File: config.mk
export PLATFORM = sky130hd
export DESIGN_NAME = alu_issue_ctrl
export DESIGN_NICKNAME = d
export VERILOG_FILES = /design/src/rtl/alu_pkg.sv /design/src/rtl/alu_regfile.sv /design/src/rtl/alu_issue_ctrl.sv
export SDC_FILE = /design/constraint.sdc
export NUM_CORES = 1
export LEC_CHECK = 0
export CORE_UTILIZATION = 40
export DETAILED_ROUTE_END_ITERATION = 10
export GPL_ROUTABILITY_DRIVEN = 0
export GPL_TIMING_DRIVEN = 1
export PLACE_DENSITY = 0.65
export REMOVE_ABC_BUFFERS = 1
export SYNTH_ARGS = -nofsm -noshare
export SYNTH_HDL_FRONTEND = slang
export SYNTH_SLANG_ARGS = --single-unit
File: constraint.sdc
create_clock -name clk -period 2.89 [get_ports clk]
set_clock_uncertainty 0.2 [all_clocks]
set_input_delay 0.4335 -clock clk [delete_from_list [all_inputs] [get_ports clk]]
set_output_delay 0.4335 -clock clk [all_outputs]
set_load 0.03 [all_outputs]
File: src/rtl/alu_pkg.sv
// alu_pkg: shared definitions for the alu operand-issue stage.
//   DW     - default datapath width, matches the downstream alu
//   CMD_W  - alu command width
//   state_e - issue controller FSM encoding
package alu_pkg;
  localparam int DW    = 8;
  localparam int CMD_W = 3;

  typedef enum logic [1:0] {
    IDLE    = 2'd0,
    ISSUE   = 2'd1,
    CAPTURE = 2'd2,
    RESP    = 2'd3
  } state_e;
endpackage

File: src/rtl/alu_regfile.sv
// alu_regfile: NREG x DW operand register file.
//   clk, rst            - clock, synchronous active-high reset (clears all entries)
//   wr_en/addr/data     - single synchronous write port
//   rd_addr_a/rd_data_a - combinational read port feeding alu a
//   rd_addr_b/rd_data_b - combinational read port feeding alu b
module alu_regfile #(
  parameter int DW   = alu_pkg::DW,
  parameter int NREG = 4,
  parameter int AW   = 2
) (
  input  logic          clk,
  input  logic          rst,
  input  logic          wr_en,
  input  logic [AW-1:0] wr_addr,
  input  logic [DW-1:0] wr_data,
  input  logic [AW-1:0] rd_addr_a,
  output logic [DW-1:0] rd_data_a,
  input  logic [AW-1:0] rd_addr_b,
  output logic [DW-1:0] rd_data_b
);

  logic [DW-1:0] mem_q [NREG];
  logic [DW-1:0] mem_d [NREG];

  always_comb begin
    mem_d = mem_q;
    if (wr_en) mem_d[wr_addr] = wr_data;
  end

  always_ff @(posedge clk) begin
    if (rst) begin
      for (int i = 0; i < NREG; i++) mem_q[i] <= '0;
    end else begin
      mem_q <= mem_d;
    end
  end

  assign rd_data_a = mem_q[rd_addr_a];
  assign rd_data_b = mem_q[rd_addr_b];

endmodule

File: src/rtl/alu_issue_ctrl.sv
// alu_issue_ctrl: operand-issue stage in front of the 8-bit combinational alu.
// Holds the operand register file, accepts one op at a time over in_valid/in_ready,
// drives the alu from registered operands, captures y/z/c, writes y back to rd and
// presents the result over out_valid/out_ready.
//   clk, rst                  - clock, synchronous active-high reset
//   ld_en/ld_addr/ld_data     - register-file load (honoured only in IDLE, wins over in_valid)
//   in_valid/in_ready         - op request handshake; in_cmd/in_rd/in_rs1/in_rs2 op fields
//   alu_a/alu_b/alu_cmd       - registered alu operands (hold last value after the op)
//   alu_y/alu_z/alu_c         - alu result inputs
//   out_valid/out_ready       - result handshake; out_data/out_z/out_c captured result
//   op_count                  - completed-op counter, saturating (only with ALU_OP_COUNT_EN)
//   busy                      - high whenever the FSM is not in IDLE
// Build option: define ALU_OP_COUNT_EN to add the op_count output.
//
// state   | meaning
// IDLE    | accepting loads or a new op request
// ISSUE   | alu operands stable; result captured and written back at the edge
// CAPTURE | result registered; raise out_valid
// RESP    | hold result until out_ready
module alu_issue_ctrl #(
  parameter int DW   = alu_pkg::DW,
  parameter int NREG = 4,
  parameter int AW   = 2
) (
  input  logic                      clk,
  input  logic                      rst,
  input  logic                      ld_en,
  input  logic [AW-1:0]             ld_addr,
  input  logic [DW-1:0]             ld_data,
  input  logic                      in_valid,
  output logic                      in_ready,
  input  logic [alu_pkg::CMD_W-1:0] in_cmd,
  input  logic [AW-1:0]             in_rd,
  input  logic [AW-1:0]             in_rs1,
  input  logic [AW-1:0]             in_rs2,
  output logic [DW-1:0]             alu_a,
  output logic [DW-1:0]             alu_b,
  output logic [alu_pkg::CMD_W-1:0] alu_cmd,
  input  logic [DW-1:0]             alu_y,
  input  logic                      alu_z,
  input  logic                      alu_c,
  output logic                      out_valid,
  input  logic                      out_ready,
  output logic [DW-1:0]             out_data,
  output logic                      out_z,
  output logic                      out_c,
`ifdef ALU_OP_COUNT_EN
  output logic [7:0]                op_count,
`endif
  output logic                      busy
);
  import alu_pkg::*;

  state_e            state_q, state_d;
  logic [DW-1:0]     alu_a_q, alu_a_d;
  logic [DW-1:0]     alu_b_q, alu_b_d;
  logic [CMD_W-1:0]  alu_cmd_q, alu_cmd_d;
  logic [AW-1:0]     rd_q, rd_d;
  logic              out_valid_q, out_valid_d;
  logic [DW-1:0]     out_data_q, out_data_d;
  logic              out_z_q, out_z_d;
  logic              out_c_q, out_c_d;

  logic              rf_wr_en;
  logic [AW-1:0]     rf_wr_addr;
  logic [DW-1:0]     rf_wr_data;
  logic [DW-1:0]     rf_rd_a, rf_rd_b;

  // Write port is shared: loads in IDLE, alu write-back in ISSUE.
  alu_regfile #(.DW(DW), .NREG(NREG), .AW(AW)) u_regfile (
    .clk       (clk),
    .rst       (rst),
    .wr_en     (rf_wr_en),
    .wr_addr   (rf_wr_addr),
    .wr_data   (rf_wr_data),
    .rd_addr_a (in_rs1),
    .rd_data_a (rf_rd_a),
    .rd_addr_b (in_rs2),
    .rd_data_b (rf_rd_b)
  );

  always_comb begin
    state_d     = state_q;
    alu_a_d     = alu_a_q;
    alu_b_d     = alu_b_q;
    alu_cmd_d   = alu_cmd_q;
    rd_d        = rd_q;
    out_valid_d = out_valid_q;
    out_data_d  = out_data_q;
    out_z_d     = out_z_q;
    out_c_d     = out_c_q;
    rf_wr_en    = 1'b0;
    rf_wr_addr  = ld_addr;
    rf_wr_data  = ld_data;

    case (state_q)
      IDLE: begin
        if (ld_en) begin
          rf_wr_en = 1'b1;
        end else if (in_valid) begin
          alu_a_d   = rf_rd_a;
          alu_b_d   = rf_rd_b;
          alu_cmd_d = in_cmd;
          rd_d      = in_rd;
          state_d   = ISSUE;
        end
      end
      ISSUE: begin
        out_data_d = alu_y;
        out_z_d    = alu_z;
        out_c_d    = alu_c;
        rf_wr_en   = 1'b1;
        rf_wr_addr = rd_q;
        rf_wr_data = alu_y;
        state_d    = CAPTURE;
      end
      CAPTURE: begin
        out_valid_d = 1'b1;
        state_d     = RESP;
      end
      RESP: begin
        if (out_valid_q && out_ready) begin
          out_valid_d = 1'b0;
          state_d     = IDLE;
        end
      end
      default: state_d = IDLE;
    endcase
  end

  always_ff @(posedge clk) begin
    if (rst) begin
      state_q     <= IDLE;
      alu_a_q     <= '0;
      alu_b_q     <= '0;
      alu_cmd_q   <= '0;
      rd_q        <= '0;
      out_valid_q <= 1'b0;
      out_data_q  <= '0;
      out_z_q     <= 1'b0;
      out_c_q     <= 1'b0;
    end else begin
      state_q     <= state_d;
      alu_a_q     <= alu_a_d;
      alu_b_q     <= alu_b_d;
      alu_cmd_q   <= alu_cmd_d;
      rd_q        <= rd_d;
      out_valid_q <= out_valid_d;
      out_data_q  <= out_data_d;
      out_z_q     <= out_z_d;
      out_c_q     <= out_c_d;
    end
  end

`ifdef ALU_OP_COUNT_EN
  logic [7:0] op_count_q, op_count_d;

  always_comb begin
    op_count_d = op_count_q;
    if (state_q == RESP && out_valid_q && out_ready && op_count_q != 8'hFF)
      op_count_d = op_count_q + 8'd1;
  end

  always_ff @(posedge clk) begin
    if (rst) op_count_q <= '0;
    else     op_count_q <= op_count_d;
  end

  assign op_count = op_count_q;
`endif

  // A load in IDLE takes the cycle, so the request is held off until it clears.
  assign in_ready  = (state_q == IDLE) && !ld_en;
  assign busy      = (state_q != IDLE);
  assign alu_a     = alu_a_q;
  assign alu_b     = alu_b_q;
  assign alu_cmd   = alu_cmd_q;
  assign out_valid = out_valid_q;
  assign out_data  = out_data_q;
  assign out_z     = out_z_q;
  assign out_c     = out_c_q;

endmodule

==> qor.yml <==
outcome:
  status: "completed"
die:
  start_util_pct: 42.19
  die_area_um2: 8171
  boundaryPins: 66
  die_y_um: 90.40
  placeableCoreArea_um2: 7408
  die_x_um: 90.40
  rows: 31
timing:
  min_period_ns: 2.642
  slew_headroom_pct: 43.06
  rsz0062_at_grt: "no"
  max_freq_mhz: 378.5
  setup_viol: 0
  finalMaxSlewViolations: 0
  setup-tns-final_ns: 0
  worstMarginPinSlew_ns: 0.8541
  period_share_pct: 91.41
  finalHoldViolCount: 0
  setup_ws_ns: 0.2481
critical_path:
  cp.arrival_ns: 2.01
  end_kind: "output pin"
  cp_data_required_time_ns: 2.26
  critPathMaxFanout: 5
  rrSetupSlack_ns: 0.64
  worstSetupStartpointType: "flip-flop"
  worstSetupPathType: "flip-flop to output pin"
clocking:
  cts_setup_buffers: 0
  clkSinkCount: 66
  numCtsBuffers: 9
  clkSlewWorstSetupHoldPaths_ns: 0.07
  holdBufCountCts: 0
  cts_tree: "built"
  insertion_delay_ns: 0.33
  htreeDepth: 3
  cts_buffer_depth: 2
  cts-root-buf: "clkbuf_8"
  ctsResizeCount: 0
grt:
  grt_max_degree: 44
  grt_pass1_wl_mm: 11.24
  antenna_found_initial: 0
  gr-total-overflow: 0
  grt_usage_pct: 17.31
  grt_pass1_vias: 2403
route:
  vias_per_cell: 4.882
  ant_nets: 0
  drtIter0Drc: 93
  routed_wl_mm: 6.502
  dr.pass1.iters: 4
  vias: 2446
  drc: 0
  wire_per_inst_um: 12.98
power_and_ir_drop:
  p_sw_uw: 1193
  p_leak_uw: 0.001418
  sw_frac_of_total_pct: 36.06
  power_frac_clock_pct: 25.4
  p_comb_share_pct: 39.0
  ir_drop_mv: 0.3527
  p_int_uw: 2116
  power_density_nw_per_um2: 814.0
  sequentialPowerShare_pct: 35.6
layout:
  final_cell_area_um2: 4065
  antenna_cells: 0
  n_fill_cell: 670
  area_delta_synth_final_pct: 30.06
  fin_nets: 437
  layout-drive-gt1-share_pct: 12.94
run:
  cap_violations: 0
synthesis:
  yosys.area.top_type_share_pct: 42.27
  muxShareOfSynthArea_pct: 19.10
  synth_compound_area_share_pct: 9.528
  avgSynthCellArea_um2: 9.358
  synth-seq-area-share_pct: 42.27
  synth_top_family_by_area: "simple AND/OR/NAND/NOR gates"
  yosys.area_share.simple_pct: 22.02
  synthTopCellsByArea: "dfxtp_1 (42%), mux4_2 (12%), nand2_1 (9.2%), mux2i_1 (6.7%), nand2b_1 (6.6%)"
  synth_area_leader_cell: "dfxtp_1"
  synthAdderAreaFrac_pct: 2.402
  netlist_area_um2: 3125
  synth_seq_cells: 66
  synthXorXnorAreaFrac_pct: 0
  ys_warn_count: 0
  synth_cell_types: 23
  syn_inst: 334
placement:
  place_ws_ns: 0.5000
  io_buffers: 65
  placedInstanceArea_um2: 3847
  place_hpwl_mm: 4.422
hold_path:
  holdCritPathClass: "flip-flop to flip-flop"
path summary, 6_finish.rpt:
check,from,endpoint,depth (start not counted)
worst min-delay path,alu_a[3],alu_a[3],2
worst max register to register,state_q[0],u_regfile.mem_q[30],7
worst max-delay path,state_q[1],in_ready,4
worst min register to register,alu_a[3],alu_a[3],2
metrics by stage:
stage / utilization (%) / power [uW] / std cells / hold WS [ns]
finish: 54.87 / 3309 / 501 / 0.2531
floorplan: - / 2057 / 311 / 0.2395
global route: 54.87 / 3520 / 501 / 0.2761
CTS: 54.87 / 3347 / 501 / 0.2560
detailed placement: 51.93 / 2496 / 485 / 0.2458
global placement: 51.93 / 2476 / 485 / 0.2408
cell families (layout without fill, tap and decap cells):
group | count (synthesis) | count (layout)
AO/OA/AOI/OAI | 57 | 57
adder cells (fa/ha/maj) | 6 | 6
buffers and inverters | 26 | 94
flip-flops | 66 | 66
multiplexers | 39 | 39
AND/OR/NAND/NOR | 140 | 140
critical path, stage by stage (launching register included):
cell,delay [ns]
dfxtp_1,0.34
inv_1,0.13
ha_1,0.28
nor2b_1,0.22
clkdlybuf4s50_1,0.70
flip-flops by register name (all words and copies together) (netlist names):
register	flops
alu_cmd	3
alu_b	8
out_c	1
u_regfile.mem_q	32
alu_a	8
out_valid	1
out_data	8
out_z	1
state_q	2
rd_q	2
Yosys cell counts:
cell and number:
a211oi_1 1, a21oi_1 23, a22oi_1 1, and2_1 1, buf_6 5, buf_8 1
clkbuf_1 17, dfxtp_1 66, ha_1 6, inv_1 3, mux2_2 1, mux2_4 1
mux2i_1 21, mux4_2 16, nand2_1 77, nand2b_1 33, nor2_1 22, nor2_2 1
nor2b_1 2, nor4_4 4, o21ai_0 26, o21ai_1 4, o21ai_2 2
area by class of cell:
cell class / instances / area, um2 / share of cell area (%)
timing repair buffer: 75 / 733.2 / 18.04
multi-input combinational: 242 / 1658 / 40.78
inverter: 3 / 11.26 / 0.2770
clock inverter: 7 / 93.84 / 2.308
tap: 99 / 123.9 / 3.047
clock buffer: 9 / 123.9 / 3.047
sequential: 66 / 1321 / 32.50
routing by layer:
layer	vias up	global-route usage, %	part of all wire, %	wire, um
met4	0	7.661	1.8	120
met2	65	30.03	49	3160
met1	1118	20.85	45	2932
li1	1253	-	-	-
met5	-	0	0	0
met3	10	3.199	4.4	289
cell usage in the layout (no fill, tap or decap), drive strengths merged:
cell type and n:
o21ai 32, a211oi 1, buf 11, a21oi 23
nor2 23, nand2 77, mux4 16, clkbuf 9
mux2i 21, inv 3, clkinv 3, nor2b 2
clkdlybuf4s50 64, and2 1, nor4 4, clkinvlp 2
nand2b 33, ha 6, mux2 2, dfxtp 66
bufinv 2, a22oi 1
power by group through the flow:
stage	Combinational, uW	Clock [uW]	Sequential [uW]
after floorplan	781	0	1280
after global placement	1290	0	1190
after detailed placement	1300	0	1190
after CTS	1310	863	1180
after global routing	1410	907	1200
final	1290	840	1180
(Power assumes the default switching activity.)
